==> config.mk <==
export PLATFORM = sky130hd
export DESIGN_NAME = burst_rr_arbiter
export DESIGN_NICKNAME = d
export VERILOG_FILES = /design/src/rtl/arb_pkg.sv /design/src/rtl/burst_rr_arbiter_rr_pick.sv /design/src/rtl/burst_rr_arbiter.sv
export SDC_FILE = /design/constraint.sdc
export NUM_CORES = 1
export LEC_CHECK = 0
export CAP_MARGIN = 5
export CELL_PAD_IN_SITES_DETAIL_PLACEMENT = 1
export CELL_PAD_IN_SITES_GLOBAL_PLACEMENT = 2
export CORE_ASPECT_RATIO = 0.8
export CORE_UTILIZATION = 33
export DETAILED_ROUTE_END_ITERATION = 16
export PLACE_DENSITY = 0.81
export SETUP_SLACK_MARGIN = 0.5
export SYNTH_ARGS = -nofsm -noshare
export SYNTH_HDL_FRONTEND = slang
export SYNTH_SLANG_ARGS = --single-unit
==> constraint.sdc <==
create_clock -name clk -period 6.8 [get_ports clk]
set_input_delay 2.04 -clock clk [delete_from_list [all_inputs] [get_ports clk]]
set_output_delay 2.04 -clock clk [all_outputs]
set_load 0.02 [all_outputs]
==> src/rtl/arb_pkg.sv <==
// Shared types and constants for the burst round-robin arbiter.
//   arb_state_e : arbiter FSM state (IDLE = no owner, GRANT = one owner)
//   BEAT_CNT_W  : width of the per-grant beat counter
package arb_pkg;

    typedef enum logic {
        IDLE  = 1'b0,
        GRANT = 1'b1
    } arb_state_e;

    localparam int unsigned BEAT_CNT_W = 8;

endpackage : arb_pkg

==> src/rtl/burst_rr_arbiter_rr_pick.sv <==
// rr_pick: combinational rotating-priority search.
// Finds the first set bit of req starting at index ptr+1 and wrapping
// modulo N.
//   req  [N-1:0]  : request vector
//   ptr  [PW-1:0] : index of the previous winner
//   pick [N-1:0]  : one-hot winner (all-zero when req is zero)
//   idx  [PW-1:0] : binary index of the winner (0 when req is zero)
module rr_pick #(
    parameter int unsigned N  = 4,
    parameter int unsigned PW = 2
) (
    input  logic [N-1:0]  req,
    input  logic [PW-1:0] ptr,
    output logic [N-1:0]  pick,
    output logic [PW-1:0] idx
);

    logic        found;
    int unsigned j;

    always_comb begin
        pick  = '0;
        idx   = '0;
        found = 1'b0;
        j     = 0;
        for (int unsigned k = 1; k <= N; k++) begin
            j = (int'(ptr) + k) % N;
            if (!found && req[PW'(j)]) begin
                found          = 1'b1;
                pick[PW'(j)]   = 1'b1;
                idx            = PW'(j);
            end
        end
    end

endmodule : rr_pick

==> src/rtl/burst_rr_arbiter.sv <==
// burst_rr_arbiter: round-robin arbiter that grants a requester for a whole
// burst. A grant is held until the owner marks the last beat or drops its
// request; at least one idle cycle separates consecutive grants.
// Optional beat limit: define ARB_TIMEOUT_EN to force release after
// MAX_BEATS beats without last (timeout pulses for one cycle).
//   clk, rst_n      : clock, asynchronous active-low reset
//   enable          : permits new grants (never cuts a grant short)
//   req  [N-1:0]    : level requests
//   beat            : one data beat of the owner this cycle
//   last [N-1:0]    : end-of-burst marker, looked at only for the owner
//   gnt  [N-1:0]    : registered one-hot grant
//   valid           : registered, equals |gnt
//   timeout         : registered one-cycle pulse on a forced release
module burst_rr_arbiter
    import arb_pkg::*;
#(
    parameter int unsigned N         = 4,
    parameter int unsigned MAX_BEATS = 8
) (
    input  logic         clk,
    input  logic         rst_n,
    input  logic         enable,
    input  logic [N-1:0] req,
    input  logic         beat,
    input  logic [N-1:0] last,
    output logic [N-1:0] gnt,
    output logic         valid,
    output logic         timeout
);

    localparam int unsigned PW = (N > 1) ? $clog2(N) : 1;

`ifdef ARB_TIMEOUT_EN
    localparam logic TIMEOUT_ON = 1'b1;
`else
    localparam logic TIMEOUT_ON = 1'b0;
`endif

    localparam logic [BEAT_CNT_W-1:0] BEAT_LIMIT = BEAT_CNT_W'(MAX_BEATS);

    arb_state_e            state_q, state_d;
    logic [N-1:0]          gnt_q, gnt_d;
    logic                  valid_q, valid_d;
    logic                  timeout_q, timeout_d;
    logic [PW-1:0]         ptr_q, ptr_d;
    logic [BEAT_CNT_W-1:0] cnt_q, cnt_d;

    logic [N-1:0]          pick;
    logic [PW-1:0]         pick_idx;
    logic [BEAT_CNT_W-1:0] cnt_inc;
    logic                  own_req;
    logic                  own_last;
    logic                  limit_hit;

    rr_pick #(
        .N  (N),
        .PW (PW)
    ) u_pick (
        .req  (req),
        .ptr  (ptr_q),
        .pick (pick),
        .idx  (pick_idx)
    );

    always_comb begin
        state_d   = state_q;
        gnt_d     = gnt_q;
        valid_d   = valid_q;
        ptr_d     = ptr_q;
        cnt_d     = cnt_q;
        timeout_d = 1'b0;

        cnt_inc   = (cnt_q == '1) ? cnt_q : cnt_q + BEAT_CNT_W'(1);
        // ptr_q doubles as the owner index while in GRANT
        own_req   = req[ptr_q];
        own_last  = beat & last[ptr_q];
        limit_hit = TIMEOUT_ON & beat & (cnt_inc == BEAT_LIMIT);

        case (state_q)
            IDLE: begin
                if (enable && (|req)) begin
                    state_d = GRANT;
                    gnt_d   = pick;
                    valid_d = 1'b1;
                    ptr_d   = pick_idx;
                    cnt_d   = '0;
                end
            end
            GRANT: begin
                if (beat) begin
                    cnt_d = cnt_inc;
                end
                if (!own_req || own_last || limit_hit) begin
                    state_d   = IDLE;
                    gnt_d     = '0;
                    valid_d   = 1'b0;
                    // a limit beat that also ends the burst is a normal release
                    timeout_d = limit_hit & own_req & ~own_last;
                end
            end
            default: begin
                state_d = IDLE;
                gnt_d   = '0;
                valid_d = 1'b0;
            end
        endcase
    end

    always_ff @(posedge clk or negedge rst_n) begin
        if (!rst_n) begin
            state_q   <= IDLE;
            gnt_q     <= '0;
            valid_q   <= 1'b0;
            timeout_q <= 1'b0;
            ptr_q     <= PW'(N - 1);
            cnt_q     <= '0;
        end else begin
            state_q   <= state_d;
            gnt_q     <= gnt_d;
            valid_q   <= valid_d;
            timeout_q <= timeout_d;
            ptr_q     <= ptr_d;
            cnt_q     <= cnt_d;
        end
    end

    assign gnt     = gnt_q;
    assign valid   = valid_q;
    assign timeout = timeout_q;

endmodule : burst_rr_arbiter

==> metrics.txt, run 1 <==
Routed wire per std cell=15.6 µm; maxcap violations=0; dpl ws=2.68 ns; register bit total from synthesis=8; Cells after Synth=72; cell area after synthesis=787 µm²; Residual DRC=0; DR iter-0 viols=11; CP cell instances=clkdlybuf4s50_1 > or4_1 > nand3_1 > and2b_1 > a221o_1; Sum Neg Setup Slack=0 ns; first-pass GRT wire length=around 3000 µm; Sw Pwr=195 µW; fmax=around 260 MHz; VDD IR-drop max=approximately 0.23 mV; Die H=45.7 µm; RSZ-0062 raised after global routing=no; Placed Cells=roughly 110; final core occ=43.9%; row count=15; critical path class=in2reg; register area share after synthesis=about a quarter; Switching Share=44.9%; synth warn=0; drt total wl=1750 µm; CP bufs+invs=1; H-tree Lvls=1; pwr/cell area=450 mW/mm²; Total GRT Usage=15.0%; WP data required=6.93 ns; critical path arrival=4.00 ns; 1st-pass router iterations=4; Syn Area/Cell=between 10 and 15 µm²; delay-heaviest family, CP=simple AND/OR/NAND/NOR gates; via count=619; Final min period=slightly below 4 ns; Final ANT Viol Nets=0; Synth Net Count=92; total grt overflow=0; Die Span X=56.6 µm; worst setup margin=2.94 ns; most frequent cells in the layout=clkdlybuf4s50_1 (16), ha_1 (8), inv_1 (7), dfrtp_1 (6), a221o_1 (5); crit share post-route=56.8%; Initial Util=35.8%; share of power burned in registers=24.3%; startpoint types=input port; die footprint=0.00259 mm²; setup bufs post-CTS=0; CP max-delay cell=or4_1; Crit Path Max Fanout=11; HP Class=reg2reg; Setup violations, final=0; Setup Skew=0.00456 ns; DP HPWL=roughly 1400 µm; Clk pin slew, worst setup/hold paths=0.06 ns; cts bufs inserted=3; Clk pwr share=8.9%; drt via density=5.53; Root Buffer=clkbuf_4; hold_buf cts=0; largest net degree at the start of global routing=14; final slew viol count=0; routability cong.=0.716; number of antenna violations at the first check in global routing=0; Netlist cell types=29; Final Hold Fails=0; number of global-route vias before repair=592; status=complete, no violations; io pins=18; Comb power frac=66.9%; crit end category=register; port buffer count=16; final std cells w/o fill=around 110; CTS tree=done; CP peak stage delay=0.58 ns; clock sink count=8; Final Power=434 µW; Int Pwr=~240 µW; ratio of cells with drive above 1 in the final layout=16.1%; clk_lat worst skew=about 0.25 ns; nets@finish=108; Core Footprint=about 0.0022 mm²; CTS Buffer Depth=2; commonest non-fill, non-tap cell in the layout=clkdlybuf4s50_1; # diodes=0; leak pwr=0.389 nW; Layout area overhead=22.6%; post_cts resized=0
[cell usage after synthesis]
cell	instances	area share, %
a21oi_1	4	2.5
o21ai_0	3	1.9
dfrtp_1	6	19
mux4_2	4	11
dfstp_2	2	6.7
xnor2_1	1	1.1
conb_1	1	0.48
a221oi_1	4	4.5
a21bo_2	2	2.5
nor2_1	1	0.48
a211oi_1	1	0.95
a221o_1	5	6.4
nand3b_1	4	3.8
buf_6	2	2.9
inv_1	7	3.3
buf_2	2	1.3
buf_4	1	0.95
ha_1	8	13
nor4b_4	1	3.0
nand2_1	2	0.95
a21boi_1	1	0.95
or4_1	1	0.95
and2b_1	1	0.95
mux2_2	2	2.9
nor2b_1	2	1.6
nand3_1	1	0.64
nor3_1	1	0.64
o2bb2ai_1	1	1.1
mux4_1	1	3.3
[metal layers]
| layer | wire length (µm) | part of all wire [%] | global-route usage [%] |
|---|---|---|---|
| met2 | 749 | 43 | 22.6 |
| met4 | 11 | 0.63 | 2.93 |
| met3 | 52 | 3.0 | 2.84 |
| met5 | 0 | 0 | 0 |
| met1 | 939 | 54 | 22.3 |
[sequential cells by signal (all words and copies together) (netlist names)]
name and cells:
state_q 1, ptr_q 2, valid 1, gnt 4
[layout make-up]
| cell class | instances | area (µm²) |
|---|---|---|
| Fill cell | 253 | 1230 |
| Multi-Input combinational cell | 52 | 518 |
| Sequential cell | 8 | 203 |
| Timing Repair Buffer | 16 | 160 |
| Tap cell | 25 | 31.3 |
| Clock buffer | 4 | 26.3 |
| Inverter | 7 | 26.3 |
[cells by family (layout without fill, tap and decap cells)]
logic type,after synthesis,count (layout),share of synthesized area (%)
other,1,1,0.476
adder cells (fa/ha/maj),8,8,12.7
multiplexers,7,7,17.6
AO/OA/AOI/OAI,21,21,20.8
XOR/XNOR,1,1,1.11
buffers and inverters,12,27,8.43
AND/OR/NAND/NOR,14,14,13.0
flip-flops,8,8,25.8
[final timing paths]
check	depth (start not counted)	startpoint	slack (ns)	to
max reg2reg	6	ptr_q[0]	4.06	gnt[3]
min reg2reg	1	valid	0.49	valid
min	1	valid	0.49	valid
max	5	req[2]	2.94	gnt[3]
min in group asynchronous	1	rst_n	2.05	gnt[0]
max in group asynchronous	1	rst_n	4.45	ptr_q[1]
[worst reg2reg max path: stages, from the launching register on]
cell and delay, ns:
dfstp_2 0.70, inv_1 0.21, ha_1 0.42, mux4_2 0.63, nor4b_4 0.32, and2b_1 0.23, a221o_1 0.16
[power by group through the flow]
stage / Clock [mW] / Combinational, mW / Sequential, mW
global placement: 0 / 0.286 / 0.107
detailed placement: 0 / 0.290 / 0.107
finish: 0.0385 / 0.290 / 0.105
floorplan: 0 / 0.230 / 0.105
global route: 0.0421 / 0.319 / 0.110
CTS: 0.0400 / 0.291 / 0.107
[per-stage QoR]
stage	hold WS (ns)	cell area (µm²)
after floorplan	0.544	787
after global placement	0.482	938
after detailed placement	0.488	938
after CTS	0.498	965
after global routing	0.517	965
final	0.492	965
Note: power is estimated with default switching activity, not from simulation.
==> run 2, diff against run 1 <==
--- a/config.mk
+++ b/config.mk
@@ -9,9 +9,9 @@
 export CELL_PAD_IN_SITES_DETAIL_PLACEMENT = 1
 export CELL_PAD_IN_SITES_GLOBAL_PLACEMENT = 2
 export CORE_ASPECT_RATIO = 0.8
-export CORE_UTILIZATION = 33
+export CORE_UTILIZATION = 31
 export DETAILED_ROUTE_END_ITERATION = 16
-export PLACE_DENSITY = 0.81
+export PLACE_DENSITY = 0.77
 export SETUP_SLACK_MARGIN = 0.5
 export SYNTH_ARGS = -nofsm -noshare
 export SYNTH_HDL_FRONTEND = slang
==> constraint.sdc (replaced) <==
create_clock -name clk -period 3.8 [get_ports clk]
set_input_delay 1.14 -clock clk [delete_from_list [all_inputs] [get_ports clk]]
set_output_delay 1.14 -clock clk [all_outputs]
set_load 0.02 [all_outputs]
==> metrics.txt, run 2 (synthesis gave the netlist of run 1 again) <==
status=complete, no violations; Setup Skew=0.000350 ns; critical path class=in2reg; Final min period=2.92 ns; cts bufs inserted=3; Die Span X=58.3 µm; Sum Neg Setup Slack=0 ns; worst setup margin=roughly 0.9 ns; Root Buffer=clkbuf_4; Crit Path Max Fanout=11; Comb power frac=66.6%; number of global-route vias before repair=~600; drt total wl=1670 µm; most frequent cells in the layout=clkdlybuf4s50_1 (16), ha_1 (8), inv_1 (7), dfrtp_1 (6), a221o_1 (5); clk_lat worst skew=about 0.26 ns; # diodes=0; routability cong.=0.761; final std cells w/o fill=120; leak pwr=between 0.3 and 0.4 nW; HP Class=reg2reg; post_cts resized=0; 1st-pass router iterations=4; maxcap violations=0; Clk pin slew, worst setup/hold paths=0.05 ns; Reg2Reg Launch Point=ptr_q[0]; crit end category=register; Routed wire per std cell=roughly 14 µm; pwr/cell area=roughly 790 mW/mm²; Largest register FFs=4; nets@finish=108; fmax=342 MHz; startpoint types=input port; ratio of cells with drive above 1 in the final layout=16.3%; CP bufs+invs=1; first-pass GRT wire length=2760 µm; Final Hold Fails=0; Critical Path End=gnt[1]; CTS tree=done; Placed Cells=117; setup bufs post-CTS=0; Layout area overhead=23.5%; total grt overflow=0; port buffer count=16; critical path arrival=around 3 ns; Clk pwr share=8.7%; Reg-to-Reg End=gnt[1]; Die H=47.1 µm; Final Power=770 µW; FF-to-FF path depth=6; Final ANT Viol Nets=0; io pins=18; VDD IR-drop max=0.342 mV; CP Depth=5; DP HPWL=roughly 1300 µm; final slew viol count=0; Total GRT Usage=14.0%; number of antenna violations at the first check in global routing=0; DR iter-0 viols=17; largest net degree at the start of global routing=14; CP cell instances=clkdlybuf4s50_1 > or4_1 > nand3_1 > and2b_1 > a221o_1; RSZ-0062 raised after global routing=no; CP max-delay cell=or4_1; commonest non-fill, non-tap cell in the layout=clkdlybuf4s50_1; crit share post-route=approximately 77%; drt via density=5.14; Critical Path Start=req[2]; Int Pwr=424 µW; Reg2Reg Setup Slack=1.04 ns; Post-DP Area=approximately 950 µm²; WP data required=3.94 ns; row count=15; Initial Util=34.7%; via count=617; Core Footprint=0.00227 mm²; CTS Buffer Depth=2; Switching Share=between 40% and 50%; die footprint=between 0.002 and 0.003 mm²; share of power burned in registers=approximately a quarter; Residual DRC=0; Sw Pwr=347 µW; Setup violations, final=0; clock sink count=8; hold path depth=1; hold_buf cts=0; H-tree Lvls=1; delay-heaviest family, CP=simple AND/OR/NAND/NOR gates; post-route cell area=972 µm²; dpl ws=between 0.6 and 0.7 ns; CP peak stage delay=0.56 ns
==> run 2: cell count changes in the layout (fill, tap and decap cells not counted) <==
cell / previous run / this run
clkbuf_1: 1 / 0
==> run 2: layout make-up <==
cell class / instances / area (µm²)
flip-flops and latches: 8 / 203
well taps: 34 / 42.5
fillers: 261 / 1300
multi-input cells: 52 / 518
inverters: 7 / 26.3
clock buffers: 3 / 22.5
repair buffers: 16 / 160
==> run 2: worst min-delay path by stage <==
stage | from | endpoint | slack, ns
2_1_floorplan | state_q | state_q | 0.54
3_3_place_gp | valid | valid | 0.48
6_report | valid | valid | 0.49
3_5_place_dp | valid | valid | 0.48
5_1_grt | valid | valid | 0.51
4_1_cts | valid | valid | 0.49
==> run 2: worst reg2reg max path, delay by kind of cell (launching register included) <==
kind            cells  cell delay (ns)
compound gates      1             0.16
fa+ha+maj           1             0.42
buf+inv             1             0.22
flops               1             0.72
mux                 1             0.62
simple gates        2             0.55
==> run 2: power groups by stage <==
| stage | clock [mW] | sequential, mW | combinational, mW |
|---|---|---|---|
| 2_1_floorplan | 0 | 0.187 | 0.412 |
| 3_3_place_gp | 0 | 0.192 | 0.514 |
| 3_5_place_dp | 0 | 0.194 | 0.516 |
| 4_1_cts | 0.0727 | 0.194 | 0.517 |
| 5_1_grt | 0.0738 | 0.200 | 0.561 |
| 6_report | 0.0668 | 0.191 | 0.513 |
==> run 2: metrics by stage <==
stage | utilization (%) | hold slack, ns
finish | 42.8 | 0.488
global route | 42.8 | 0.511
CTS | 42.8 | 0.494
detailed placement | 41.8 | 0.484
global placement | 41.8 | 0.482
floorplan | - | 0.544
==> run 2: metal layers <==
layer	wire (µm)	vias up	part of all wire, %	GRT usage, %
li1	-	307	-	-
met1	888	291	53	19.6
met2	704	17	42	20.7
met3	58	2	3.5	1.93
met4	15	0	0.90	8.57
met5	0	-	0	0
==> run 3, diff against run 2 <==
==> constraint.sdc (replaced) <==
create_clock -name clk -period 2.9 [get_ports clk]
set_input_delay 0.87 -clock clk [delete_from_list [all_inputs] [get_ports clk]]
set_output_delay 0.87 -clock clk [all_outputs]
set_load 0.02 [all_outputs]
==> metrics.txt, run 3 (synthesis gave the netlist of run 1 again) <==
status=complete, no violations; Residual DRC=0; CTS tree=done; Routed wire per std cell=approximately 16 µm; drt total wl=2030 µm; routability cong.=approximately 0.75; Die H=47.1 µm; RSZ-0062 raised after global routing=no; nets@finish=118; Final min period=2.37 ns; Largest register FFs=4; DP HPWL=roughly 1500 µm; Initial Util=34.7%; pwr/cell area=about 1100 mW/mm²; 1st-pass router iterations=4; Final Hold Fails=0; Sw Pwr=517 µW; final std cells w/o fill=130; Clk pin slew, worst setup/hold paths=0.05 ns; DR iter-0 viols=13; Die Span X=58.3 µm; maxcap violations=0; HP Class=reg2reg; VDD IR-drop max=0.429 mV; WP data required=3.09 ns; crit end category=register; met2 WL post-DR=1010 µm; die footprint=0.00275 mm²; uppermost layer routed=met4; CP cell instances=clkinvlp_4 > ha_4 > mux4_2 > nor4b_4 > and2b_2 > a221o_1; clk_lat worst skew=~0.26 ns; cts bufs inserted=3; io pins=18; wl on met1=approximately 970 µm; Final ANT Viol Nets=0; first-pass GRT wire length=about 3100 µm; number of global-route vias before repair=a little under 700; fmax=422 MHz; largest net degree at the start of global routing=13; Layout area overhead=36.1%; Final Power=1.19 mW; critical path class=reg2reg; crit share post-route=81.6%; Total GRT Usage=between 15 and 20%; critical path arrival=~2.6 ns; startpoint types=register; Post-DP Area=992 µm²; Setup violations, final=0; port buffer count=16; Setup Skew=about 0.0044 ns; clock sink count=8; met3 wire length=roughly 39 µm; commonest non-fill, non-tap cell in the layout=clkdlybuf4s50_1; Placed Cells=121; final slew viol count=0; Core Footprint=0.00227 mm²; CP peak stage delay=0.56 ns; leak pwr=0.437 nW; Crit Path Max Fanout=5; row count=15; ratio of cells with drive above 1 in the final layout=32.3%; Clk pwr share=~7.3%; share of power burned in registers=17.4%; drt via density=approximately 5; Int Pwr=670 µW; number of antenna violations at the first check in global routing=0; # diodes=0; Comb power frac=between 70% and 80%; CP max-delay cell=dfstp_2; Sum Neg Setup Slack=0 ns; via count=649; H-tree Lvls=1; total grt overflow=0; most frequent cells in the layout=clkdlybuf4s50_1 (12), buf_4 (10), ha_1 (7), inv_1 (6), dfrtp_1 (6); CTS Buffer Depth=2; Switching Share=43.6%; post-route cell area=0.00107 mm²; Root Buffer=clkbuf_4
[run 3: changes by cell type in the layout (fill, tap and decap cells not counted), sizes merged]
cell	before	now
buf	0	10
clkdlybuf4s50	16	12
clkinvlp	0	1
dlygate4sd2	0	4
inv	7	6
[run 3: per-stage QoR]
stage	hold WS [ns]	utilization, %	worst slack, ns
global route	0.522	47.2	0.495
global placement	0.474	43.7	0.105
finish	0.507	47.2	0.533
floorplan	0.544	-	0.528
detailed placement	0.507	43.7	0.0361
CTS	0.519	45.4	0.522
[run 3: metal layers]
layer	up-vias	GRT usage, %
met1	312	20.0
met4	0	7.14
met2	10	27.6
met5	-	0
met3	2	1.65
li1	325	-
[run 3: path summary, 6_finish.rpt]
kind / startpoint / to / slack [ns] / cells past startpoint
setup / recovery: ptr_q[0] / gnt[1] / 0.53 / 6
hold / removal: valid / valid / 0.51 / 1
setup reg to reg: ptr_q[0] / gnt[1] / 0.53 / 6
hold reg to reg: valid / valid / 0.51 / 1
max in group asynchronous: rst_n / ptr_q[1] / 1.72 / 1
min in group asynchronous: rst_n / state_q / 0.88 / 1
[run 3: critical path, delay by kind of cell, from the launching register on]
family                     cells  cell delay (ns)
muxes                          1             0.54
AOI/OAI and AO/OA              1             0.16
and+or+nand+nor                2             0.59
DFF                            1             0.56
buffers and inverters          1             0.14
adders and majority gates      1             0.32
[run 3: power by group through the flow]
stage / clock (mW) / combinational, mW / sequential (mW)
floorplan: 0 / 0.564 / 0.245
global placement: 0 / 0.791 / 0.198
detailed placement: 0 / 0.805 / 0.204
CTS: 0.0878 / 0.832 / 0.204
global route: 0.0950 / 0.974 / 0.213
finish: 0.0864 / 0.894 / 0.207
[run 3: final cells by class]
class / instances / area, µm²
clock buffer: 3 / 22.5
fill: 264 / 1200
timing repair buffer: 26 / 230
sequential: 8 / 203
inverter: 7 / 30.0
tap: 34 / 42.5
multi-input combinational: 52 / 543
[run 3: what timing repair did]
| action | 4_1_cts | 5_1_grt |
|---|---|---|
| endpoints found under the setup margin | 6 | 4 |
| pin swaps | 0 | 1 |
| hold buffers | 0 | 0 |
| resized for setup | 8 | 2 |
| buffers inserted | 2 | 4 |
